<file path="src/rtl/sdram_client_arbiter_if.sv">
// Bundle of the client ports (CPU, video) and the SDRAM controller request port
// around sdram_client_arbiter. The arbiter uses the slave view; the surroundings use master.
interface sdram_client_arbiter_if;
    logic        cpu_req;
    logic        cpu_we;
    logic [21:0] cpu_addr;
    logic [15:0] cpu_wdata;
    logic [1:0]  cpu_be_n;
    logic [15:0] cpu_rdata;
    logic        cpu_done;

    logic        vid_req;
    logic [21:0] vid_addr;
    logic [15:0] vid_rdata;
    logic        vid_done;

    logic [21:0] mem_addr;
    logic [15:0] mem_dataw;
    logic        mem_rd;
    logic        mem_we_n;
    logic        mem_lb_n;
    logic        mem_ub_n;
    logic        mem_refresh;
    logic [15:0] mem_datar;
    logic        mem_busy;

    modport slave (
        input  cpu_req, cpu_we, cpu_addr, cpu_wdata, cpu_be_n,
        output cpu_rdata, cpu_done,
        input  vid_req, vid_addr,
        output vid_rdata, vid_done,
        output mem_addr, mem_dataw, mem_rd, mem_we_n, mem_lb_n, mem_ub_n, mem_refresh,
        input  mem_datar, mem_busy
    );

    modport master (
        output cpu_req, cpu_we, cpu_addr, cpu_wdata, cpu_be_n,
        input  cpu_rdata, cpu_done,
        output vid_req, vid_addr,
        input  vid_rdata, vid_done,
        input  mem_addr, mem_dataw, mem_rd, mem_we_n, mem_lb_n, mem_ub_n, mem_refresh,
        output mem_datar, mem_busy
    );
endinterface

</file>
<file path="src/rtl/sdram_client_arbiter.sv">
// Arbitrates refresh, video reads and CPU accesses onto the single SDRAM controller
// request port, sequencing each transaction through the controller's busy handshake.
module sdram_client_arbiter #(
    parameter int REFRESH_PERIOD = 1200
) (
    input logic                   clk,
    input logic                   reset,
    sdram_client_arbiter_if.slave bus
);

    localparam int CNT_W = $clog2(REFRESH_PERIOD);
    localparam logic [CNT_W-1:0] RELOAD = CNT_W'(REFRESH_PERIOD - 1);

    typedef enum logic [1:0] {
        S_IDLE,
        S_ISSUE,
        S_WAITHI,
        S_WAITLO
    } state_t;

    typedef enum logic [1:0] {
        OWN_REF,
        OWN_VID,
        OWN_CPU
    } owner_t;

    state_t           state_q, state_d;
    owner_t           owner_q, owner_d;
    logic             is_read_q, is_read_d;
    logic [1:0]       wait_cnt_q, wait_cnt_d;
    logic [CNT_W-1:0] ref_cnt_q, ref_cnt_d;
    logic             ref_pending_q, ref_pending_d;

    logic [21:0]      mem_addr_q, mem_addr_d;
    logic [15:0]      mem_dataw_q, mem_dataw_d;
    logic             mem_rd_q, mem_rd_d;
    logic             mem_we_n_q, mem_we_n_d;
    logic             mem_lb_n_q, mem_lb_n_d;
    logic             mem_ub_n_q, mem_ub_n_d;
    logic             mem_refresh_q, mem_refresh_d;

    logic [15:0]      cpu_rdata_q, cpu_rdata_d;
    logic             cpu_done_q, cpu_done_d;
    logic [15:0]      vid_rdata_q, vid_rdata_d;
    logic             vid_done_q, vid_done_d;

    // A requester still holds req in its done cycle, so that cycle must not re-grant it.
    logic vid_grantable;
    logic cpu_grantable;

    assign vid_grantable = bus.vid_req && !vid_done_q;
    assign cpu_grantable = bus.cpu_req && !cpu_done_q;

    always_comb begin
        state_d       = state_q;
        owner_d       = owner_q;
        is_read_d     = is_read_q;
        wait_cnt_d    = wait_cnt_q;
        ref_cnt_d     = ref_cnt_q - CNT_W'(1);
        ref_pending_d = ref_pending_q;
        mem_addr_d    = mem_addr_q;
        mem_dataw_d   = mem_dataw_q;
        mem_rd_d      = mem_rd_q;
        mem_we_n_d    = mem_we_n_q;
        mem_lb_n_d    = mem_lb_n_q;
        mem_ub_n_d    = mem_ub_n_q;
        mem_refresh_d = mem_refresh_q;
        cpu_rdata_d   = cpu_rdata_q;
        cpu_done_d    = 1'b0;
        vid_rdata_d   = vid_rdata_q;
        vid_done_d    = 1'b0;

        // An expiry while a refresh is already pending is simply absorbed.
        if (ref_cnt_q == '0) begin
            ref_cnt_d     = RELOAD;
            ref_pending_d = 1'b1;
        end

        unique case (state_q)
            S_IDLE: begin
                if (ref_pending_q) begin
                    owner_d       = OWN_REF;
                    is_read_d     = 1'b0;
                    mem_refresh_d = 1'b1;
                    ref_pending_d = 1'b0;
                    state_d       = S_ISSUE;
                end else if (vid_grantable) begin
                    owner_d    = OWN_VID;
                    is_read_d  = 1'b1;
                    mem_rd_d   = 1'b1;
                    mem_addr_d = bus.vid_addr;
                    mem_lb_n_d = 1'b0;
                    mem_ub_n_d = 1'b0;
                    state_d    = S_ISSUE;
                end else if (cpu_grantable) begin
                    owner_d     = OWN_CPU;
                    is_read_d   = !bus.cpu_we;
                    mem_rd_d    = !bus.cpu_we;
                    mem_we_n_d  = !bus.cpu_we;
                    mem_addr_d  = bus.cpu_addr;
                    mem_dataw_d = bus.cpu_wdata;
                    mem_lb_n_d  = bus.cpu_be_n[0];
                    mem_ub_n_d  = bus.cpu_be_n[1];
                    state_d     = S_ISSUE;
                end
            end

            S_ISSUE: begin
                mem_rd_d      = 1'b0;
                mem_we_n_d    = 1'b1;
                mem_refresh_d = 1'b0;
                wait_cnt_d    = 2'd0;
                state_d       = S_WAITHI;
            end

            S_WAITHI: begin
                if (bus.mem_busy) begin
                    state_d = S_WAITLO;
                end else if (wait_cnt_q == 2'd2) begin
                    // Controller never acknowledged: client requests are still held,
                    // but a refresh has to be put back in the queue explicitly.
                    state_d = S_IDLE;
                    if (owner_q == OWN_REF) begin
                        ref_pending_d = 1'b1;
                    end
                end else begin
                    wait_cnt_d = wait_cnt_q + 2'd1;
                end
            end

            S_WAITLO: begin
                if (!bus.mem_busy) begin
                    state_d = S_IDLE;
                    if (owner_q == OWN_VID) begin
                        vid_done_d  = 1'b1;
                        vid_rdata_d = bus.mem_datar;
                    end else if (owner_q == OWN_CPU) begin
                        cpu_done_d = 1'b1;
                        if (is_read_q) begin
                            cpu_rdata_d = bus.mem_datar;
                        end
                    end
                end
            end

            default: begin
                state_d = S_IDLE;
            end
        endcase
    end

    always_ff @(posedge clk) begin
        if (reset) begin
            state_q       <= S_IDLE;
            owner_q       <= OWN_REF;
            is_read_q     <= 1'b0;
            wait_cnt_q    <= 2'd0;
            ref_cnt_q     <= RELOAD;
            ref_pending_q <= 1'b0;
            mem_addr_q    <= '0;
            mem_dataw_q   <= '0;
            mem_rd_q      <= 1'b0;
            mem_we_n_q    <= 1'b1;
            mem_lb_n_q    <= 1'b1;
            mem_ub_n_q    <= 1'b1;
            mem_refresh_q <= 1'b0;
            cpu_rdata_q   <= '0;
            cpu_done_q    <= 1'b0;
            vid_rdata_q   <= '0;
            vid_done_q    <= 1'b0;
        end else begin
            state_q       <= state_d;
            owner_q       <= owner_d;
            is_read_q     <= is_read_d;
            wait_cnt_q    <= wait_cnt_d;
            ref_cnt_q     <= ref_cnt_d;
            ref_pending_q <= ref_pending_d;
            mem_addr_q    <= mem_addr_d;
            mem_dataw_q   <= mem_dataw_d;
            mem_rd_q      <= mem_rd_d;
            mem_we_n_q    <= mem_we_n_d;
            mem_lb_n_q    <= mem_lb_n_d;
            mem_ub_n_q    <= mem_ub_n_d;
            mem_refresh_q <= mem_refresh_d;
            cpu_rdata_q   <= cpu_rdata_d;
            cpu_done_q    <= cpu_done_d;
            vid_rdata_q   <= vid_rdata_d;
            vid_done_q    <= vid_done_d;
        end
    end

    assign bus.mem_addr    = mem_addr_q;
    assign bus.mem_dataw   = mem_dataw_q;
    assign bus.mem_rd      = mem_rd_q;
    assign bus.mem_we_n    = mem_we_n_q;
    assign bus.mem_lb_n    = mem_lb_n_q;
    assign bus.mem_ub_n    = mem_ub_n_q;
    assign bus.mem_refresh = mem_refresh_q;
    assign bus.cpu_rdata   = cpu_rdata_q;
    assign bus.cpu_done    = cpu_done_q;
    assign bus.vid_rdata   = vid_rdata_q;
    assign bus.vid_done    = vid_done_q;

endmodule

</file>
<file path="src/flat_wrapper.sv">
// flat-port wrapper written by rule: the top's interface ports become plain ports
module sdram_client_arbiter_flat 
#(
    parameter int REFRESH_PERIOD = 1200
)
  (clk, reset, bus_cpu_req, bus_cpu_we, bus_cpu_addr, bus_cpu_wdata, bus_cpu_be_n, bus_cpu_rdata, bus_cpu_done, bus_vid_req, bus_vid_addr, bus_vid_rdata, bus_vid_done, bus_mem_addr, bus_mem_dataw, bus_mem_rd, bus_mem_we_n, bus_mem_lb_n, bus_mem_ub_n, bus_mem_refresh, bus_mem_datar, bus_mem_busy);
  sdram_client_arbiter_if bus_i ();
  input logic clk;
  input logic reset;
  input wire logic [$bits(bus_i.cpu_req)-1:0] bus_cpu_req;
  input wire logic [$bits(bus_i.cpu_we)-1:0] bus_cpu_we;
  input wire logic [$bits(bus_i.cpu_addr)-1:0] bus_cpu_addr;
  input wire logic [$bits(bus_i.cpu_wdata)-1:0] bus_cpu_wdata;
  input wire logic [$bits(bus_i.cpu_be_n)-1:0] bus_cpu_be_n;
  output wire logic [$bits(bus_i.cpu_rdata)-1:0] bus_cpu_rdata;
  output wire logic [$bits(bus_i.cpu_done)-1:0] bus_cpu_done;
  input wire logic [$bits(bus_i.vid_req)-1:0] bus_vid_req;
  input wire logic [$bits(bus_i.vid_addr)-1:0] bus_vid_addr;
  output wire logic [$bits(bus_i.vid_rdata)-1:0] bus_vid_rdata;
  output wire logic [$bits(bus_i.vid_done)-1:0] bus_vid_done;
  output wire logic [$bits(bus_i.mem_addr)-1:0] bus_mem_addr;
  output wire logic [$bits(bus_i.mem_dataw)-1:0] bus_mem_dataw;
  output wire logic [$bits(bus_i.mem_rd)-1:0] bus_mem_rd;
  output wire logic [$bits(bus_i.mem_we_n)-1:0] bus_mem_we_n;
  output wire logic [$bits(bus_i.mem_lb_n)-1:0] bus_mem_lb_n;
  output wire logic [$bits(bus_i.mem_ub_n)-1:0] bus_mem_ub_n;
  output wire logic [$bits(bus_i.mem_refresh)-1:0] bus_mem_refresh;
  input wire logic [$bits(bus_i.mem_datar)-1:0] bus_mem_datar;
  input wire logic [$bits(bus_i.mem_busy)-1:0] bus_mem_busy;
  assign bus_i.cpu_req = bus_cpu_req;
  assign bus_i.cpu_we = bus_cpu_we;
  assign bus_i.cpu_addr = bus_cpu_addr;
  assign bus_i.cpu_wdata = bus_cpu_wdata;
  assign bus_i.cpu_be_n = bus_cpu_be_n;
  assign bus_cpu_rdata = bus_i.cpu_rdata;
  assign bus_cpu_done = bus_i.cpu_done;
  assign bus_i.vid_req = bus_vid_req;
  assign bus_i.vid_addr = bus_vid_addr;
  assign bus_vid_rdata = bus_i.vid_rdata;
  assign bus_vid_done = bus_i.vid_done;
  assign bus_mem_addr = bus_i.mem_addr;
  assign bus_mem_dataw = bus_i.mem_dataw;
  assign bus_mem_rd = bus_i.mem_rd;
  assign bus_mem_we_n = bus_i.mem_we_n;
  assign bus_mem_lb_n = bus_i.mem_lb_n;
  assign bus_mem_ub_n = bus_i.mem_ub_n;
  assign bus_mem_refresh = bus_i.mem_refresh;
  assign bus_i.mem_datar = bus_mem_datar;
  assign bus_i.mem_busy = bus_mem_busy;
  sdram_client_arbiter #(.REFRESH_PERIOD(REFRESH_PERIOD)) u_core (.clk(clk), .reset(reset), .bus(bus_i));
endmodule
</file>
<file path="config.mk">
export PLATFORM = sky130hd
export DESIGN_NAME = sdram_client_arbiter_flat
export DESIGN_NICKNAME = d
export VERILOG_FILES = /design/src/rtl/sdram_client_arbiter_if.sv /design/src/rtl/sdram_client_arbiter.sv /design/src/flat_wrapper.sv
export SDC_FILE = /design/constraint.sdc
export NUM_CORES = 1
export LEC_CHECK = 0
export CORE_ASPECT_RATIO = 1.2
export CORE_MARGIN = 4
export CORE_UTILIZATION = 40
export DETAILED_ROUTE_END_ITERATION = 8
export PLACE_DENSITY_LB_ADDON = 0.25
export SYNTH_ARGS = -nofsm -noshare
export SYNTH_HDL_FRONTEND = slang
export SYNTH_SLANG_ARGS = --single-unit
</file>
<file path="constraint.sdc">
create_clock -name clk -period 1.73 [get_ports clk]
set_input_delay 0.2595 -clock clk [delete_from_list [all_inputs] [get_ports clk]]
set_output_delay 0.2595 -clock clk [all_outputs]
set_load 0.05 [all_outputs]
</file>
==> summary.txt, run 1 <==
min Tclk post-route -> 1.64 ns
pin count of the biggest net entering global routing -> 67
starting DRC count in detailed routing -> 147
Slew HR -> 0.672
worst skew pair latency -> 0.36 ns
largest family of logic cells by synthesized area -> simple AND/OR/NAND/NOR gates
Die Footprint -> 0.0111 mm^2
H-tree depth -> 3
first-pass GRT wire length -> 17.2 mm
YS warnings -> 0
final worst-path cycle share -> 0.948
worst slew pin tran -> 0.494 ns
initial antenna violation count -> 0
Top Ports -> 161
compound-cell area share of the yosys netlist -> 0.132
Fin Hold WS -> 0.287 ns
total global routing overflow -> 0
clock sinks -> 96
Crit path required time -> 1.98 ns
setup repair bufs after CTS -> 0
synthesized instance count -> 449
Die Wd -> 97.0 um
# DRC -> 0
Synth Area in XOR/XNOR -> 0.0161
Max Slew Vio Count -> 0
Simple-Gate Fraction of Synth Area -> 0.244
largest cells by area after synthesis -> dfxtp_1 (51%), nand2_1 (12%), nor2_1 (5.5%)
Syn Area/Cell -> 8.46 um^2
Yosys reg bits -> 96
Placer Congestion -> 0.807
layout cell share with drive strength beyond 1 -> 0.207
hold_buf cts -> 0
Yosys top cell area share -> 0.506
worst hold-check path type -> in -> reg
ANT cells -> 0
HPWL after DPL -> 7.76 mm
worst endpoint data arrival time -> 1.89 ns
DRT antenna net count -> 0
status -> finished, final reports clean
Synth Area in Adders -> 0.00988
routed length per instance -> 14.0 um
RSZ-0062 raised after global routing -> false
Pwr Total -> 5.26 mW
Clock Path Buffers -> 2
Max Cap Viol -> 0
sequential fraction of the synthesis area -> 0.506
total track usage -> 0.186
mux share of post-synthesis cell area -> 0.0474
Initial Util -> 0.414
Root Driver -> clkbuf_8
row count -> 38
power per cell area -> 920 mW/mm^2
dominant cell type by area after synthesis -> dfxtp_1
Inst Count DP -> 726
DR pass1 iterations -> 4
VDD IR max -> 0.000548 V
most frequent cell after synthesis -> nand2_1
TritonCTS clock tree -> yes
via count -> 3650
Distinct cells, synth -> 39
vias per inst -> 4.92
CTS Buf Count -> 9
CP Class -> reg -> reg
area of the mapped netlist -> 0.00380 mm^2
leakage power -> 2.33 nW
vias in the first global route -> 3521
Port Buffer Count -> 160
crit end category -> flip-flop
Fmax -> 0.610 GHz
crit path launch type -> flip-flop
top fanout value on the critical path -> 3
core area -> 0.00918 mm^2
Top FF cell, synth -> dfxtp_1
final wirelength -> 10.4 mm
commonest cells in the netlist -> nand2_1 (122), dfxtp_1 (96), nor2_1 (56)
Synth async-reset ratio -> 0
Setup TNS -> 0 ns
synth-to-layout area growth -> 50.6%
syn_nets -> 536
clock slew at reported path FFs -> 0.09 ns
Fin. Hold Viols -> 0
Post-synth EDFFs -> 0
Non-Filler Instances -> 742
Setup-failing EPs final -> 0
nets@finish -> 704
Setup Skew -> 0.0101 ns
Die Y -> 115 um
-- path summary, 6_finish.rpt --
check,start,to,slack [ns],depth (start not counted)
max,u_core.ref_cnt_q[8]$_SDFF_PP0_,u_core.ref_cnt_q[10]$_SDFF_PP1_,0.09,3
min,reset,u_core.ref_cnt_q[10]$_SDFF_PP1_,0.29,3
max reg2reg,u_core.ref_cnt_q[8]$_SDFF_PP0_,u_core.ref_cnt_q[10]$_SDFF_PP1_,0.09,3
min reg2reg,u_core.ref_cnt_q[0]$_SDFF_PP1_,u_core.ref_cnt_q[0]$_SDFF_PP1_,0.45,1
-- worst max-delay path: stages (launching register included) --
cell     delay, ns
dfxtp_1       0.34
or4_1         0.58
or4_1         0.49
o31a_1        0.12
-- per-layer routing --
metal / part of all wire / routed length (um) / up-vias / global-route usage
met4: 0.012 / 125 / 0 / 0.0702
met3: 0.076 / 791 / 11 / 0.0558
met1: 0.41 / 4270 / 1680 / 0.220
li1: - / - / 1845 / -
met5: 0 / 0 / - / 0
met2: 0.50 / 5190 / 114 / 0.320
-- report_power, final --
group,switching [mW],internal (mW)
combinational,0.731,0.505
clock,0.752,0.852
sequential,0.0863,2.34
total,1.57,3.69
-- what timing repair did --
action / CTS / global route
setup endpoints to repair: 6 / 16
gates resized for setup: 6 / 4
cloned: 0 / 0
-- through the flow --
step / setup WS [ns] / utilization / area, um^2
global route: 0.0222 / 0.624 / 5720
CTS: 0.0663 / 0.622 / 5710
detailed placement: -0.143 / 0.599 / 5490
floorplan: 0.0119 / - / 3800
global placement: -0.111 / 0.599 / 5490
finish: 0.0904 / 0.624 / 5720
-- placed cells by master, fill, tap and decap left out, types with 6 or more instances in the layout --
| master | count |
|---|---|
| nand2_1 | 122 |
| dfxtp_1 | 95 |
| buf_4 | 94 |
| clkdlybuf4s50_1 | 82 |
| nor2_1 | 55 |
| a21oi_1 | 40 |
| a311oi_1 | 23 |
| mux2i_1 | 18 |
| clkbuf_8 | 10 |
| dlygate4sd2_1 | 6 |
-- logic make-up (layout without fill, tap and decap cells) --
family | after synthesis | after routing
adders and majority gates | 3 | 3
xor gates and xnor gates | 7 | 7
buffers and inverters | 36 | 209
DFF | 96 | 96
and+or+nand+nor | 212 | 212
muxes | 18 | 18
AOI/OAI and AO/OA | 77 | 77
-- area by class of cell --
type | count | area (um^2)
inverter | 5 | 18.8
clock inverter | 5 | 80.1
multi-input combinational | 317 | 1730
tap | 120 | 150
clock buffer | 11 | 141
timing repair buffer | 188 | 1680
fill | 794 | 3450
sequential | 96 | 1920
-- state kept, by name (all words and copies together) (netlist names) --
register	cells
u_core.wait_cnt_q	2
u_core.state_q	2
u_core.ref_pending_q	1
u_core.bus.mem_ub_n	1
u_core.bus.vid_done	1
u_core.bus.mem_lb_n	1
u_core.bus.mem_addr	22
u_core.is_read_q	1
u_core.bus.cpu_done	1
u_core.ref_cnt_q	11
u_core.bus.mem_refresh	1
u_core.bus.mem_dataw	16
u_core.bus.cpu_rdata	16
u_core.owner_q	2
u_core.bus.vid_rdata	16
u_core.bus.mem_rd	1
u_core.bus.mem_we_n	1
Note: power is estimated with default switching activity, not from simulation.
==> run 2: changes to the inputs <==
--- a/config.mk
+++ b/config.mk
@@ -6,7 +6,6 @@
 export NUM_CORES = 1
 export LEC_CHECK = 0
 export CORE_ASPECT_RATIO = 1.2
-export CORE_MARGIN = 4
 export CORE_UTILIZATION = 40
 export DETAILED_ROUTE_END_ITERATION = 8
 export PLACE_DENSITY_LB_ADDON = 0.25
==> run 2 against run 1 <==
  * Worst setup slack got worse by 0.017 ns
  * Utilization fell by 0.28 points
  * Combinational power barely moved
  * Sequential power barely moved
  * Critical path depth did not move
  * Register-to-register slack got worse by 0.02 ns
  * Global-route usage rose by 2.4 points
  * Die area fell by 11%
  * Critical path type unchanged
==> summary.txt, run 2 (synthesized netlist as in run 1, its figures left out) <==
Comb power frac -> 0.234 (about the same)
worst slew pin tran -> 0.500 ns (+0.00576 ns)
worst endpoint data arrival time -> 1.90 ns (about the same)
core area -> 0.00913 mm^2 (-0.52%)
nets@finish -> 701 (-0.43%)
Top Ports -> 161 (unchanged)
crit path launch type -> flip-flop
switching part of the total -> 0.313 (+0.0153)
Crit path required time -> 1.97 ns (about the same)
pin count of the biggest net entering global routing -> 45 (-33%)
Largest register FFs -> 22 (unchanged)
power per cell area -> 913 mW/mm^2 (-0.73%)
DRT antenna net count -> 0 (unchanged)
initial antenna violation count -> 0 (unchanged)
clock network fraction of total power -> 0.297 (-0.008)
commonest non-fill, non-tap cell in the layout -> nand2_1
setup ws final -> 0.0735 ns (-0.0169 ns)
Placer Congestion -> 0.791 (-1.9%)
Hold Crit Start -> reset
Setup TNS -> 0 ns (unchanged)
Fmax -> 0.604 GHz (-1.0%)
Clock Path Buffers -> 2 (unchanged)
gr busiest metal -> met2
Setup Skew -> 0.0120 ns (+0.00184 ns)
HPWL after DPL -> 7.64 mm (-1.6%)
worst skew pair latency -> 0.35 ns (about the same)
Die Wd -> 91.0 um (-6.2%)
starting DRC count in detailed routing -> 188 (+28%)
first-pass GRT wire length -> 16.8 mm (-2.0%)
DR pass1 iterations -> 4 (unchanged)
FF-to-FF path depth -> 3 (unchanged)
final wirelength -> 10.2 mm (-1.3%)
WHS Path Cells -> 3 (unchanged)
vias in the first global route -> 3573 (+1.5%)
crit end category -> flip-flop
Die Y -> 109 um (-5.2%)
setup repair bufs after CTS -> 0 (unchanged)
row count -> 38 (unchanged)
Max Slew Vio Count -> 0 (unchanged)
via count -> 3653 (+0.082%)
status -> finished, final reports clean
final worst-path cycle share -> 0.958 (+0.00976)
GR Util met2 -> 0.371 (+0.0507)
min Tclk post-route -> 1.66 ns (+0.0169 ns)
synth-to-layout area growth -> 49.2%
total track usage -> 0.209 (+0.0235)
Non-Filler Instances -> 739 (-0.40%)
met3 global-route usage -> 0.0544 (-0.00143)
Initial Util -> 0.416 (+0.00216)
CTS Buf Count -> 9 (unchanged)
ANT cells -> 0 (unchanged)
Flop pwr share -> 0.469 (+0.009)
clock slew at reported path FFs -> 0.09 ns (about the same)
Fin. Hold Viols -> 0 (unchanged)
worst hold-check path type -> in -> reg
net switching power -> 1.62 mW (+3.4%)
Port Buffer Count -> 160 (unchanged)
layout cell share with drive strength beyond 1 -> 0.178 (-0.0297)
total global routing overflow -> 0 (unchanged)
cell internal pwr -> 3.55 mW (-3.8%)
Slew HR -> 0.668 (-0.00382)
commonest cells after routing, fill and taps aside -> nand2_1 (122), dfxtp_1 (95), clkdlybuf4s50_1 (82), buf_4 (79), nor2_1 (56)
vias per inst -> 4.94 (+0.49%)
reg2reg start -> u_core.ref_cnt_q[2]$_SDFF_PP1_
routed length per instance -> 13.8 um (-0.88%)
top fanout value on the critical path -> 5 (+2)
H-tree depth -> 3 (unchanged)
RSZ-0062 raised after global routing -> false
Root Driver -> clkbuf_8
R2R Setup Slk -> 0.07 ns (-0.02 ns)
routing usage on met1 -> 0.246 (+0.0262)
Die Footprint -> 0.00990 mm^2 (-11%)
CP Class -> reg -> reg
Pwr Total -> 5.17 mW (-1.7%)
Setup-failing EPs final -> 0 (unchanged)
VDD IR max -> 0.000570 V (+4.1%)
utilization after layout -> 0.621 (-0.00278)
clock sinks -> 96 (unchanged)
Hold Path End -> u_core.ref_cnt_q[10]$_SDFF_PP1_
Inst Count DP -> 723 (-0.41%)
TritonCTS clock tree -> yes
leakage power -> 2.34 nW (+0.37%)
worst slack at placement -> -0.121 ns (+0.0229 ns)
# DRC -> 0 (unchanged)
worst reg2reg endpoint -> u_core.ref_cnt_q[10]$_SDFF_PP1_
Max Cap Viol -> 0 (unchanged)
hold_buf cts -> 0 (unchanged)
# fillers -> 808 (+1.8%)
[run 2: changes by cell type in the layout (fill, tap and decap cells not counted), sizes merged]
cell	before	now
inv	5	9
bufinv	2	1
clkbuf	11	10
buf	100	83
dlygate4sd2	6	20
clkinv	1	0
clkinvlp	2	1
[run 2: repair_timing]
action / CTS / global route
pin swaps: 0 / 0
endpoints found under the setup margin: 20 / 6
resized for setup: 20 / 1
[run 2: cell type report]
cell class,instances,area [um^2],share of cell area
clock buffers,10,138,0.0243
clock inverters,6,72.6,0.0128
inverters,5,18.8,0.00331
multi-input cells,317,1710,0.302
flip-flops and latches,96,1920,0.339
well taps,120,150,0.0265
repair buffers,185,1650,0.292
[run 2: worst max-delay path by stage]
stage	endpoint	start	cells after the start
3_5_place_dp	u_core.bus.mem_addr[16]$_SDFFE_PP0P_	bus_cpu_req	6
5_1_grt	u_core.ref_cnt_q[10]$_SDFF_PP1_	u_core.ref_cnt_q[2]$_SDFF_PP1_	3
4_1_cts	u_core.ref_cnt_q[10]$_SDFF_PP1_	u_core.ref_cnt_q[2]$_SDFF_PP1_	3
3_3_place_gp	u_core.bus.cpu_rdata[11]$_SDFFE_PP0P_	bus_mem_busy	5
2_1_floorplan	u_core.bus.mem_dataw[7]$_SDFFE_PP0P_	u_core.bus.vid_done$_SDFF_PP0_	7
6_report	u_core.ref_cnt_q[10]$_SDFF_PP1_	u_core.ref_cnt_q[2]$_SDFF_PP1_	3
[run 2: layer usage]
layer / share of wire / vias to the layer above
li1: - / 1844
met1: 0.42 / 1682
met4: 0.021 / 0
met5: 0 / -
met2: 0.49 / 109
met3: 0.065 / 18
[run 2: power groups by stage]
stage / Clock, mW / Combinational, mW / Sequential (mW)
after floorplan: 0 / 0.376 / 2.83
after global placement: 0 / 1.22 / 2.47
after detailed placement: 0 / 1.24 / 2.48
after CTS: 1.57 / 1.22 / 2.43
after global routing: 1.68 / 1.30 / 2.45
final: 1.54 / 1.21 / 2.42
[run 2: critical path, stage by stage, from the launching register on]
cell and delay (ns):
dfxtp_1 0.36, or4_4 0.58, or4_1 0.51, o31a_1 0.11
[run 2: through the flow]
stage	area [um^2]	hold slack, ns
floorplan	3800	0.392
finish	5670	0.266
global route	5670	0.287
detailed placement	5480	0.424
CTS	5670	0.258
global placement	5480	0.412
==> run 3: changes to the inputs <==
--- a/config.mk
+++ b/config.mk
@@ -5,8 +5,9 @@
 export SDC_FILE = /design/constraint.sdc
 export NUM_CORES = 1
 export LEC_CHECK = 0
-export CORE_ASPECT_RATIO = 1.2
-export CORE_UTILIZATION = 40
+export CAP_MARGIN = 20
+export CORE_ASPECT_RATIO = 1.25
+export CORE_UTILIZATION = 42
 export DETAILED_ROUTE_END_ITERATION = 8
 export PLACE_DENSITY_LB_ADDON = 0.25
 export SYNTH_ARGS = -nofsm -noshare
==> run 3 against run 2 <==
  * Die area fell by 4.7%
  * Via count unchanged
  * Maximum frequency decreased by 0.93%
  * Worst hold slack got worse by 0.055 ns
  * Power fell by 2.2%
  * Clock power fell by 6%
  * First-iteration DRC count down 23%
  * Sequential share of layout area rose by 0.083 points
  * Final cell count fell by 0.27%
  * Non-clock buffer count decreased by 1
  * Largest power group unchanged
==> summary.txt, run 3 (synthesized netlist as in run 1, its figures left out) <==
via count -> 3653 (unchanged)
worst slack at placement -> -0.140 ns (-0.0191 ns)
Flop pwr share -> 0.477 (+0.008)
CP max-delay cell -> or4_4
crit end category -> flip-flop
starting DRC count in detailed routing -> 145 (-23%)
slowest cell delay on critical path -> 0.56 ns (-0.02 ns)
setup repair bufs after CTS -> 0 (unchanged)
total track usage -> 0.217 (+0.00723)
VDD IR max -> 0.000482 V (-16%)
pin count of the biggest net entering global routing -> 39 (-13%)
setup ws final -> 0.0579 ns (-0.0156 ns)
final wirelength -> 10.0 mm (-1.9%)
nets@finish -> 700 (-0.14%)
clock network fraction of total power -> 0.284 (-0.013)
CTS Buf Count -> 9 (unchanged)
crit path launch type -> flip-flop
Placer Congestion -> 0.757 (-4.3%)
H-tree depth -> 3 (unchanged)
Comb power frac -> 0.239 (+0.005)
Hold Crit Start -> reset
routed length per instance -> 13.6 um (-1.6%)
crit-path leading delay family -> simple AND/OR/NAND/NOR gates
Root Driver -> clkbuf_8
min Tclk post-route -> 1.67 ns (+0.0156 ns)
clock sinks -> 96 (unchanged)
vias per inst -> 4.96 (+0.27%)
CP bufs+invs -> 0 (unchanged)
Clock Path Buffers -> 2 (unchanged)
Hold Path End -> u_core.bus.mem_addr[7]$_SDFFE_PP0P_
R2R Setup Slk -> 0.06 ns (-0.02 ns)
worst hold-check path type -> in -> reg
clock slew at reported path FFs -> 0.08 ns (about the same)
FF-to-FF path depth -> 3 (unchanged)
# DRC -> 0 (unchanged)
Crit path required time -> 1.98 ns (about the same)
Fin. Hold Viols -> 0 (unchanged)
Max Cap Viol -> 0 (unchanged)
worst skew pair latency -> 0.36 ns (about the same)
initial antenna violation count -> 0 (unchanged)
hold_buf cts -> 0 (unchanged)
DRT antenna net count -> 0 (unchanged)
Die Footprint -> 0.00943 mm^2 (-4.7%)
net switching power -> 1.54 mW (-4.8%)
commonest cells after routing, fill and taps aside -> nand2_1 (122), dfxtp_1 (96), clkdlybuf4s50_1 (82), buf_4 (72), nor2_1 (56)
reg2reg start -> u_core.ref_cnt_q[3]$_SDFF_PP1_
WHS Path Cells -> 2 (-1)
status -> finished, final reports clean
layout cell share with drive strength beyond 1 -> 0.162 (-0.0156)
ANT cells -> 0 (unchanged)
Die Y -> 108 um (-0.39%)
leakage power -> 2.33 nW (-0.27%)
Fmax -> 0.598 GHz (-0.93%)
synth-to-layout area growth -> 48.7%
cell internal pwr -> 3.52 mW (-0.98%)
total global routing overflow -> 0 (unchanged)
vias in the first global route -> 3575 (+0.056%)
top fanout value on the critical path -> 5 (unchanged)
RSZ-0062 raised after global routing -> false
worst slew pin tran -> 0.518 ns (+0.0184 ns)
final worst-path cycle share -> 0.967 (+0.00903)
worst reg2reg endpoint -> u_core.ref_cnt_q[10]$_SDFF_PP1_
HPWL after DPL -> 7.41 mm (-3.0%)
Port Buffer Count -> 160 (unchanged)
Top Ports -> 161 (unchanged)
Max Slew Vio Count -> 0 (unchanged)
# fillers -> 790 (-2.2%)
TritonCTS clock tree -> yes
row count -> 38 (unchanged)
Setup Skew -> 0.00872 ns (-0.00326 ns)
first-pass GRT wire length -> 16.0 mm (-4.8%)
commonest non-fill, non-tap cell in the layout -> nand2_1
worst endpoint data arrival time -> 1.92 ns (+0.02 ns)
power per cell area -> 896 mW/mm^2 (-1.9%)
Slew HR -> 0.656 (-0.0122)
core area -> 0.00875 mm^2 (-4.2%)
Largest register FFs -> 22 (unchanged)
switching part of the total -> 0.305 (-0.00837)
Die Wd -> 87.1 um (-4.3%)
Setup TNS -> 0 ns (unchanged)
DR pass1 iterations -> 4 (unchanged)
CP Class -> reg -> reg
Initial Util -> 0.434 (+0.0181)
worst-path cell chain -> or4_4 -> or4_1 -> o31a_1
Setup-failing EPs final -> 0 (unchanged)
[run 3: changes by cell type in the layout (fill, tap and decap cells not counted), sizes merged]
| cell | delta |
|---|---|
| buf | -7 |
| dlygate4sd2 | +6 |
| inv | -4 |
| clkbuf | +2 |
| clkinv | +1 |
[run 3: layout make-up]
| class | count | area, um^2 | area share |
|---|---|---|---|
| clock buffer | 12 | 145 | 0.0257 |
| multi-input combinational | 317 | 1720 | 0.304 |
| inverter | 5 | 18.8 | 0.00332 |
| tap | 120 | 150 | 0.0266 |
| clock inverter | 3 | 42.5 | 0.00753 |
| timing repair buffer | 184 | 1650 | 0.293 |
| sequential | 96 | 1920 | 0.340 |
[run 3: power groups by stage]
stage,Combinational (mW),Clock [mW],Sequential (mW)
2_1_floorplan,0.376,0,2.83
3_3_place_gp,1.23,0,2.46
3_5_place_dp,1.25,0,2.47
4_1_cts,1.22,1.47,2.42
5_1_grt,1.29,1.57,2.43
6_report,1.21,1.44,2.41
[run 3: worst max-delay path by stage]
stage                              startpoint                               endpoint  slack, ns  cells after the start
5_1_grt        u_core.ref_cnt_q[3]$_SDFF_PP1_        u_core.ref_cnt_q[10]$_SDFF_PP1_      0.004                      3
3_5_place_dp                     bus_mem_busy   u_core.bus.cpu_rdata[7]$_SDFFE_PP0P_      -0.14                      5
6_report       u_core.ref_cnt_q[3]$_SDFF_PP1_        u_core.ref_cnt_q[10]$_SDFF_PP1_       0.06                      3
4_1_cts        u_core.ref_cnt_q[3]$_SDFF_PP1_        u_core.ref_pending_q$_SDFF_PP0_       0.05                      5
3_3_place_gp                     bus_mem_busy  u_core.bus.cpu_rdata[11]$_SDFFE_PP0P_      -0.11                      5
2_1_floorplan  u_core.bus.vid_done$_SDFF_PP0_   u_core.bus.mem_dataw[7]$_SDFFE_PP0P_       0.01                      7
[run 3: routing by layer]
metal / routed length, um / part of all wire / GRT usage / up-vias
li1: - / - / - / 1839
met1: 4150 / 0.41 / 0.244 / 1679
met2: 4910 / 0.49 / 0.375 / 116
met3: 744 / 0.074 / 0.0702 / 19
met4: 236 / 0.024 / 0.0869 / 0
met5: 0 / 0 / 0 / -
[run 3: worst register-to-register path, stage by stage, from the launching register on]
cell and delay (ns):
dfxtp_1 0.36, or4_4 0.56, or4_1 0.52, o31a_1 0.12
[run 3: per-stage QoR]
stage	utilization	power, mW	std cells	hold WS (ns)	area, um^2
after floorplan	-	3.20	449	0.392	3800
after global placement	0.627	3.70	722	0.418	5490
after detailed placement	0.627	3.72	722	0.416	5490
after CTS	0.645	5.10	737	0.205	5640
after global routing	0.646	5.30	737	0.208	5650
final	0.646	5.06	737	0.211	5650
[run 3: repair_timing]
item,4_1_cts,5_1_grt
pin swaps,0,1
gates resized for setup,26,1
endpoints found under the setup margin,26,2
